`src/rtl/alu_operand_stage.sv`:
```
// rtl/alu_operand_stage.sv - registered ALU operand select with EX/MEM forwarding
// One-entry pipeline register: operands are resolved combinationally and captured on handshake.
module alu_operand_stage #(
    parameter int XLEN  = 32,
    parameter int IMM_W = 21,
    parameter int RA_W  = 5
) (
    input  logic             clk,
    input  logic             rst_n,
    input  logic             in_valid,
    output logic             in_ready,
    input  logic             flush,
    input  logic             alu_src,
    input  logic             a_sel,
    input  logic [1:0]       imm_mode,
    input  logic [RA_W-1:0]  rs1_addr,
    input  logic [RA_W-1:0]  rs2_addr,
    input  logic [XLEN-1:0]  reg_out1,
    input  logic [XLEN-1:0]  reg_out2,
    input  logic [XLEN-1:0]  pc,
    input  logic [IMM_W-1:0] imm,
    input  logic [RA_W-1:0]  ex_rd,
    input  logic             ex_wen,
    input  logic [XLEN-1:0]  ex_result,
    input  logic [RA_W-1:0]  mem_rd,
    input  logic             mem_wen,
    input  logic [XLEN-1:0]  mem_result,
    output logic             out_valid,
    input  logic             out_ready,
    output logic [XLEN-1:0]  op_a,
    output logic [XLEN-1:0]  op_b,
    output logic [XLEN-1:0]  store_data,
    output logic [1:0]       fwd_a,
    output logic [1:0]       fwd_b
);

    localparam logic [1:0] FWD_RF  = 2'd0;
    localparam logic [1:0] FWD_EX  = 2'd1;
    localparam logic [1:0] FWD_MEM = 2'd2;
    localparam logic [1:0] FWD_X0  = 2'd3;

    logic            r_out_valid;
    logic [XLEN-1:0] r_op_a;
    logic [XLEN-1:0] r_op_b;
    logic [XLEN-1:0] r_store_data;
    logic [1:0]      r_fwd_a;
    logic [1:0]      r_fwd_b;

    logic            w_capture;
    logic [1:0]      w_code_a;
    logic [1:0]      w_code_b;
    logic [XLEN-1:0] w_val_a;
    logic [XLEN-1:0] w_val_b;
    logic [XLEN-1:0] w_sext;
    logic [XLEN-1:0] w_ext_imm;

    // x0 wins outright; EX is younger than MEM so it takes priority
    function automatic logic [1:0] fwd_code(
        input logic [RA_W-1:0] addr,
        input logic            e_wen,
        input logic [RA_W-1:0] e_rd,
        input logic            m_wen,
        input logic [RA_W-1:0] m_rd
    );
        if (addr == '0)                  return FWD_X0;
        else if (e_wen && (e_rd == addr)) return FWD_EX;
        else if (m_wen && (m_rd == addr)) return FWD_MEM;
        else                              return FWD_RF;
    endfunction

    assign w_code_a = fwd_code(rs1_addr, ex_wen, ex_rd, mem_wen, mem_rd);
    assign w_code_b = fwd_code(rs2_addr, ex_wen, ex_rd, mem_wen, mem_rd);

    always_comb begin
        w_val_a = reg_out1;
        case (w_code_a)
            FWD_EX:  w_val_a = ex_result;
            FWD_MEM: w_val_a = mem_result;
            FWD_X0:  w_val_a = '0;
            default: w_val_a = reg_out1;
        endcase
    end

    always_comb begin
        w_val_b = reg_out2;
        case (w_code_b)
            FWD_EX:  w_val_b = ex_result;
            FWD_MEM: w_val_b = mem_result;
            FWD_X0:  w_val_b = '0;
            default: w_val_b = reg_out2;
        endcase
    end

    assign w_sext = XLEN'($signed(imm));

    always_comb begin
        w_ext_imm = w_sext;
        case (imm_mode)
            2'd1:    w_ext_imm = XLEN'(imm);
            2'd2:    w_ext_imm = w_sext << 12;
            2'd3:    w_ext_imm = w_sext << 1;
            default: w_ext_imm = w_sext;
        endcase
    end

    assign in_ready  = !r_out_valid || out_ready;
    assign w_capture = in_valid && in_ready && !flush;

    always_ff @(posedge clk or negedge rst_n) begin
        if (!rst_n)           r_out_valid <= 1'b0;
        else if (flush)       r_out_valid <= 1'b0;
        else if (in_ready)    r_out_valid <= in_valid;
    end

    // Data registers only move on capture, so they hold during a stall and stay stale after flush
    always_ff @(posedge clk or negedge rst_n) begin
        if (!rst_n) begin
            r_op_a       <= '0;
            r_op_b       <= '0;
            r_store_data <= '0;
            r_fwd_a      <= '0;
            r_fwd_b      <= '0;
        end else if (w_capture) begin
            r_op_a       <= a_sel ? pc : w_val_a;
            r_op_b       <= alu_src ? w_ext_imm : w_val_b;
            r_store_data <= w_val_b;
            r_fwd_a      <= w_code_a;
            r_fwd_b      <= w_code_b;
        end
    end

    assign out_valid  = r_out_valid;
    assign op_a       = r_op_a;
    assign op_b       = r_op_b;
    assign store_data = r_store_data;
    assign fwd_a      = r_fwd_a;
    assign fwd_b      = r_fwd_b;

endmodule

```
`config.mk`:
```
export PLATFORM = sky130hd
export DESIGN_NAME = alu_operand_stage
export DESIGN_NICKNAME = d
export VERILOG_FILES = /design/src/rtl/alu_operand_stage.sv
export SDC_FILE = /design/constraint.sdc
export NUM_CORES = 1
export LEC_CHECK = 0
export BUFFER_PORTS_ARGS = -buffer_cell sky130_fd_sc_hd__buf_2
export CORE_UTILIZATION = 45
export DETAILED_ROUTE_END_ITERATION = 16
export PLACE_DENSITY = 0.79
export SETUP_SLACK_MARGIN = 0.4
export SLEW_MARGIN = 0
export SYNTH_ARGS = -nofsm -noshare
export SYNTH_HDL_FRONTEND = slang
export SYNTH_SLANG_ARGS = --single-unit
```
`constraint.sdc`:
```
create_clock -name clk -period 2.5 [get_ports clk]
set_input_delay 0.75 -clock clk [delete_from_list [all_inputs] [get_ports clk]]
set_output_delay 0.75 -clock clk [all_outputs]
set_load 0.03 [all_outputs]
```
==> results of run 1 <==
==> worst paths after layout <==
kind                                        from                   end  slack [ns]  cells past startpoint
hold reg to reg             fwd_b[1]$_DFFE_PN0P_  fwd_b[1]$_DFFE_PN0P_        0.49                      2
hold / removal                             rst_n  fwd_b[0]$_DFFE_PN0P_        0.41                      1
max in group asynchronous                  rst_n   op_b[4]$_DFFE_PN0P_        1.43                      2
setup reg to reg           out_valid$_DFFE_PN0P_  op_a[31]$_DFFE_PN0P_        0.62                      7
setup / recovery                     rs1_addr[2]  op_a[28]$_DFFE_PN0P_        0.43                      9
min in group clk            fwd_b[1]$_DFFE_PN0P_  fwd_b[1]$_DFFE_PN0P_        0.49                      2
==> cells in the final DEF, fill, tap and decap left out, drive strengths merged, types with 3 or more instances in the layout <==
master  count
nand3b     33
dfrtp     101
o211ai     15
xor2       10
o21ai     108
mux2i       9
o22ai      20
nor2       63
buf       365
o21a        5
clkbuf      9
inv         4
a21boi     64
a21oi     108
a31oi      60
and3       64
nand2      48
and2        3
xnor2      10
==> sequential cells by signal, indices dropped and copies added (netlist names) <==
register / count
fwd_a: 2
op_a: 32
op_b: 32
fwd_b: 2
store_data: 32
out_valid: 1
==> power by group through the flow <==
stage,Combinational [mW],Clock (mW),Sequential (mW)
2_1_floorplan,0.614,0,2.65
3_3_place_gp,1.96,0,2.09
3_5_place_dp,1.99,0,2.09
4_1_cts,2.01,1.57,2.07
5_1_grt,2.17,1.64,2.10
6_report,2.04,1.57,2.07
==> cell families after synthesis <==
| kind of cell | after synthesis | synth area share, % |
|---|---|---|
| AOI/OAI and AO/OA | 384 | 34.1 |
| buffers and inverters | 85 | 5.64 |
| DFF | 101 | 38.2 |
| xor gates and xnor gates | 20 | 2.65 |
| and+or+nand+nor | 225 | 18.0 |
| muxes | 9 | 1.36 |
==> worst max-delay path: cells and delay by family <==
family                 cells  cell delay [ns]
and+or+nand+nor            3             0.72
buffers and inverters      4             0.54
AOI/OAI and AO/OA          2             0.29
==> stage by stage <==
| step | setup slack (ns) | cells | total power, mW | hold WS (ns) | utilization [%] |
|---|---|---|---|---|---|
| 2_1_floorplan | 0.349 | 824 | 3.27 | 0.454 | - |
| 3_3_place_gp | -0.138 | 1277 | 4.05 | 0.464 | 60.5 |
| 3_5_place_dp | -0.213 | 1277 | 4.08 | 0.475 | 60.5 |
| 4_1_cts | 0.407 | 1297 | 5.65 | 0.426 | 63.3 |
| 5_1_grt | 0.393 | 1305 | 5.92 | 0.450 | 64.1 |
| 6_report | 0.435 | 1306 | 5.68 | 0.412 | 64.2 |
==> area by class of cell <==
class                      instances  area, µm²
sequential                       101       2530
fill                            1252       5050
multi-input combinational        639       3840
inverter                           2       7.51
antenna                            2       5.00
clock buffer                       9        225
tap                              180        225
timing repair buffer             366       2120
clock inverter                     7       97.6
==> repair_timing <==
action / in CTS / in global routing
cloned: 1 / 1
gates resized for setup: 9 / 12
setup buffers: 3 / 6
pin swaps: 2 / 3
endpoints found under the setup margin: 97 / 47
hold endpoints to repair: 0 / 0
==> per-layer routing <==
layer / GRT usage (%) / vias up / routed length, µm
li1: - / 3625 / -
met1: 44.3 / 3716 / 10600
met2: 57.8 / 487 / 12900
met3: 7.70 / 59 / 2630
met4: 11.3 / 0 / 735
met5: 0 / - / 0
==> metrics.md, run 1 <==
| Metric | Value |
|---|---|
| DP HPWL | `19300 µm` |
| Minimum clock period | `2.07 ns` |
| Initial antenna violation count | `2` |
| Core area | `14100 µm²` |
| Post-Place Cell Area | `roughly 8500 µm²` |
| First-pass GRT wire length | `39400 µm` |
| Synth area leaders | `dfrtp_1, a21oi_1, a21boi_0` |
| Max_cap viols | `0` |
| Number of synthesized register bits | `101` |
| RSZ-0062 raised after global routing | `false` |
| Gr ovfl total | `0` |
| Main synth FF type | `dfrtp_1` |
| Final ANT Viol Nets | `0` |
| CTS tree | `built` |
| TritonRoute pass-1 iters | `7` |
| DRT iter0 DRCs | `just over 700` |
| Setup violators final | `0` |
| H-Tree Depth | `3` |
| Number of synthesized flops with an enable pin | `0` |
| Vias/cell | `6.04` |
| Share of layout cells above drive strength 1 | `a little over a third` |
| PortBufs | `around 310` |
| Cts hold-fix bufs | `0` |
| Worst slew margin relative to its limit | `57.4%` |
| Syn Nets | `roughly 1000` |
| Worst Path Required | `2.73 ns` |
| Root buffer cell | `clkbuf_16` |
| Asr flop ratio synth | `100%` |
| Post-synthesis sequential area ratio | `38.2%` |
| Final Slew Violations | `0` |
| Nets | `1331` |
| Critical path's largest stage delay | `0.53 ns` |
| CTS Sinks | `101` |
| Yosys cell types | `41` |
| DRC viols | `0` |
| DRT Wirelength | `26800 µm` |
| Crit path kind | `in2reg` |
| Tightest Hold Check Type | `in2async` |
| Count leader, synth | `a21oi_1` |
| Static leakage | `4.22 nW` |
| CP max-delay cell | `or4_4` |
| Num rows | `43` |
| Total CTS buffers | `9` |
| Gate power share | `35.9%` |
| Status | `finished clean` |
| Biggest area consumer among synthesized cells | `dfrtp_1` |
| Internal power | `3.48 mW` |
| Top Ports | `314` |
| Initial Util | `46.9%` |
| Largest net degree at the start of global routing | `66` |
| Final Cycle Share | `82.6%` |
| Yosys warns | `0` |
| Setup TNS Final | `0 ns` |
| Mean cell area of the mapped netlist | `8.02 µm²` |
| Worst-Skew Late Latency | `0.35 ns` |
| Via count | `7887` |
| Commonest cells in the netlist | `a21oi_1, dfrtp_1, o21ai_0` |
| Clk pwr share | `about 28%` |
| Die X | `123 µm` |
| Share of the synthesized area in the top cell type | `38.2%` |
| CP arrival | `2.30 ns` |
| Area Overhead vs Synth | `36.8%` |
| Actual slew at the worst max-slew pin | `between 0.6 and 0.7 ns` |
| Worst vdd ir | `about 0.33 mV` |
| Longest Clk Path Bufs | `2` |
| Gp weighted congestion | `approximately 0.89` |
| Design Area, Final | `9040 µm²` |
| Worst path cell trace | `buf_2, buf_4, or4_4, nor2_4, nor3_4, buf_12, buf_4, a21oi_1, a21oi_1` |
| Critical path fanouts, max | `8` |
| Worst setup SP type | `input port` |
| Sw Ratio | `between 30% and 40%` |
| Clock transition at the registers of the reported paths | `0.07 ns` |
| PwrDens | `628 nW/µm²` |
| Syn Inst Count | `roughly 800` |
| CP endpoint kind | `flop` |
| Hold violation count in the final report | `0` |
| Total GRT Usage | `34.6%` |
| Die span in y | `123 µm` |
| Switching power | `2.20 mW` |
| Clock skew | `0.00600 ns` |
| DR WL/cell | `20.5 µm` |
| Flop pwr share | `36.5%` |
| Synth Cell Area | `6610 µm²` |
| FMAX | `484 MHz` |
| Die ar. | `15200 µm²` |
| Vias in the first global route | `7302` |
No activity file was read; power rests on OpenSTA's default activity.
==> run 2: changes to the inputs <==
clock period = 2 ns   (was 2.5 ns; I/O delays follow)
==> metrics.md, run 2 (synthesis results as in run 1) <==
| Metric | Value |
|---|---|
| Top Ports | `314 (unchanged)` |
| Worst slew margin relative to its limit | `60.2% (was 57.4%)` |
| Die X | `123 µm (unchanged)` |
| Area Overhead vs Synth | `55.2% (was 36.8%)` |
| Max_cap viols | `0 (unchanged)` |
| PortBufs | `313 (unchanged)` |
| DRT iter0 DRCs | `883 (was 710)` |
| Clock transition at the registers of the reported paths | `0.07 ns (about the same)` |
| Die span in y | `123 µm (unchanged)` |
| Num rows | `43 (unchanged)` |
| Root buffer cell | `clkbuf_16 (unchanged)` |
| TritonRoute pass-1 iters | `8 (was 7)` |
| Vias in the first global route | `7571 (was 7302)` |
| Critical path's largest stage delay | `0.28 ns (was 0.53 ns)` |
| Actual slew at the worst max-slew pin | `0.597 ns (was 0.638 ns)` |
| Worst vdd ir | `0.385 mV (was 0.328 mV)` |
| Area of the multi-input gates | `4390 µm² (was 3840 µm²)` |
| Bufs and invs on worst path | `4 (unchanged)` |
| Cts hold-fix bufs | `0 (unchanged)` |
| Total CTS buffers | `9 (unchanged)` |
| RSZ-0062 raised after global routing | `true (was false)` |
| Longest Clk Path Bufs | `2 (unchanged)` |
| DR WL/cell | `23.1 µm (was 20.5 µm)` |
| Crit path kind | `in2reg (unchanged)` |
| Placed instance count | `1280 (was 1277)` |
| Reg2Reg Launch Point | `out_valid$_DFFE_PN0P_ (unchanged)` |
| Post-Place Cell Area | `8720 µm² (was 8520 µm²)` |
| DRC viols | `0 (unchanged)` |
| Worst setup SP type | `input port (unchanged)` |
| Worst-Skew Late Latency | `0.35 ns (about the same)` |
| Worst Path Required | `2.22 ns (was 2.73 ns)` |
| Nets | `1362 (was 1331)` |
| Gp weighted congestion | `0.944 (was 0.892)` |
| CP top delay family | `buffers and inverters (was simple AND/OR/NAND/NOR gates)` |
| Cell Count, Final, Fillers Out | `1340 (was 1306)` |
| H-Tree Depth | `3 (unchanged)` |
| Most frequent cells in the layout | `buf_2, dfrtp_1, a31oi_1 (was buf_2, a21oi_1, dfrtp_1)` |
| Final Power | `7.21 mW (was 5.68 mW)` |
| Largest net degree at the start of global routing | `102 (was 66)` |
| Total GRT Usage | `36.9% (was 34.6%)` |
| DRT Wirelength | `31000 µm (was 26800 µm)` |
| Share of layout cells above drive strength 1 | `46.8% (was 36.5%)` |
| CP endpoint kind | `flop (unchanged)` |
| Static leakage | `4.59 nW (was 4.22 nW)` |
| FMAX | `519 MHz` |
| CP arrival | `2.15 ns (was 2.30 ns)` |
| CTS Sinks | `101 (unchanged)` |
| Initial antenna violation count | `5 (was 2)` |
| Gr ovfl total | `0 (unchanged)` |
| CP max-delay cell | `nor4_2 (was or4_4)` |
| Commonest non-fill, non-tap cell in the layout | `buf_2 (unchanged)` |
| Final Cycle Share | `between 90% and 100%` |
| R2R cell count | `7 (unchanged)` |
| FF-to-FF setup slack | `0.25 ns (was 0.62 ns)` |
| First-pass GRT wire length | `41500 µm (was 39400 µm)` |
| Clock skew | `0.00474 ns (was 0.00600 ns)` |
| Setup violators final | `0 (unchanged)` |
| Final ANT Viol Nets | `0 (unchanged)` |
| Worst path cell trace | `buf_8, buf_6, xor2_1, nor4_2, buf_4, buf_12, a21boi_0, o21ai_1, a31oi_1 (was buf_2, buf_4, or4_4, nor2_4, nor3_4, buf_12, buf_4, a21oi_1, a21oi_1)` |
| Design Area, Final | `10300 µm² (was 9040 µm²)` |
| Vias/cell | `6.26 (was 6.04)` |
| DP HPWL | `19300 µm (about the same)` |
| Minimum clock period | `1.93 ns` |
| Tightest Hold Check Type | `in2async (unchanged)` |
| Register area | `2530 µm² (unchanged)` |
| Hold violation count in the final report | `0 (unchanged)` |
| Via count | `8391 (was 7887)` |
| Critical path fanouts, max | `38 (was 8)` |
| Die ar. | `15200 µm² (unchanged)` |
| Status | `finished clean (unchanged)` |
| Setup TNS Final | `0 ns (unchanged)` |
| Core area | `14100 µm² (unchanged)` |
| PwrDens | `703 nW/µm² (was 628 nW/µm²)` |
| CTS tree | `built (unchanged)` |
| Fill cell count | `1066 (was 1252)` |
| Min Hold Slack | `0.290 ns (was 0.412 ns)` |
| Final Slew Violations | `0 (unchanged)` |
| Initial Util | `46.9% (unchanged)` |
| R2R Path End | `op_a[26]$_DFFE_PN0P_ (was op_a[31]$_DFFE_PN0P_)` |
==> run 2: worst max path at each step <==
stage | startpoint | to | slack [ns] | cells after the start
finish | rs2_addr[4] | op_b[9]$_DFFE_PN0P_ | 0.07 | 9
global route | rs2_addr[4] | op_b[8]$_DFFE_PN0P_ | 0.02 | 9
CTS | rs2_addr[4] | store_data[2]$_DFFE_PN0P_ | 0.20 | 9
detailed placement | rs2_addr[1] | op_b[31]$_DFFE_PN0P_ | -0.48 | 7
global placement | rs2_addr[0] | store_data[2]$_DFFE_PN0P_ | -0.41 | 6
floorplan | rs2_addr[1] | store_data[1]$_DFFE_PN0P_ | -0.0006 | 7
==> run 2: routing by layer <==
layer / wire [µm] / global-route usage, %
met2: 14500 / 59.1
met5: 0 / 0
met3: 3300 / 6.60
met4: 1450 / 17.5
met1: 11700 / 48.3
==> run 2: area by class of cell <==
cell class | instances | area share, %
Tap cell | 180 | 2.20
Sequential cell | 101 | 24.6
Antenna cell | 5 | 0.122
Clock inverter | 4 | 0.305
Clock buffer | 12 | 2.40
Multi-Input combinational cell | 643 | 42.8
Timing Repair Buffer | 393 | 27.5
Inverter | 2 | 0.0732
==> run 2: what timing repair did <==
action                     in CTS  in global routing
cloned                          9                 11
resized for setup              70                113
setup buffers                  12                  7
pin swaps                      30                 60
setup endpoints to repair     100                100
==> run 2: power by group <==
group / internal (mW) / leakage (nW) / switching, mW
combinational: 1.01 / 3.32 / 1.86
sequential: 2.39 / 1.13 / 0.210
clock: 0.892 / 0.138 / 0.851
==> run 2: per-stage QoR <==
stage	setup slack, ns	util, %
floorplan	-0.000602	-
global placement	-0.405	61.9
detailed placement	-0.478	61.9
CTS	0.198	67.2
global route	0.0183	72.8
finish	0.0730	72.8
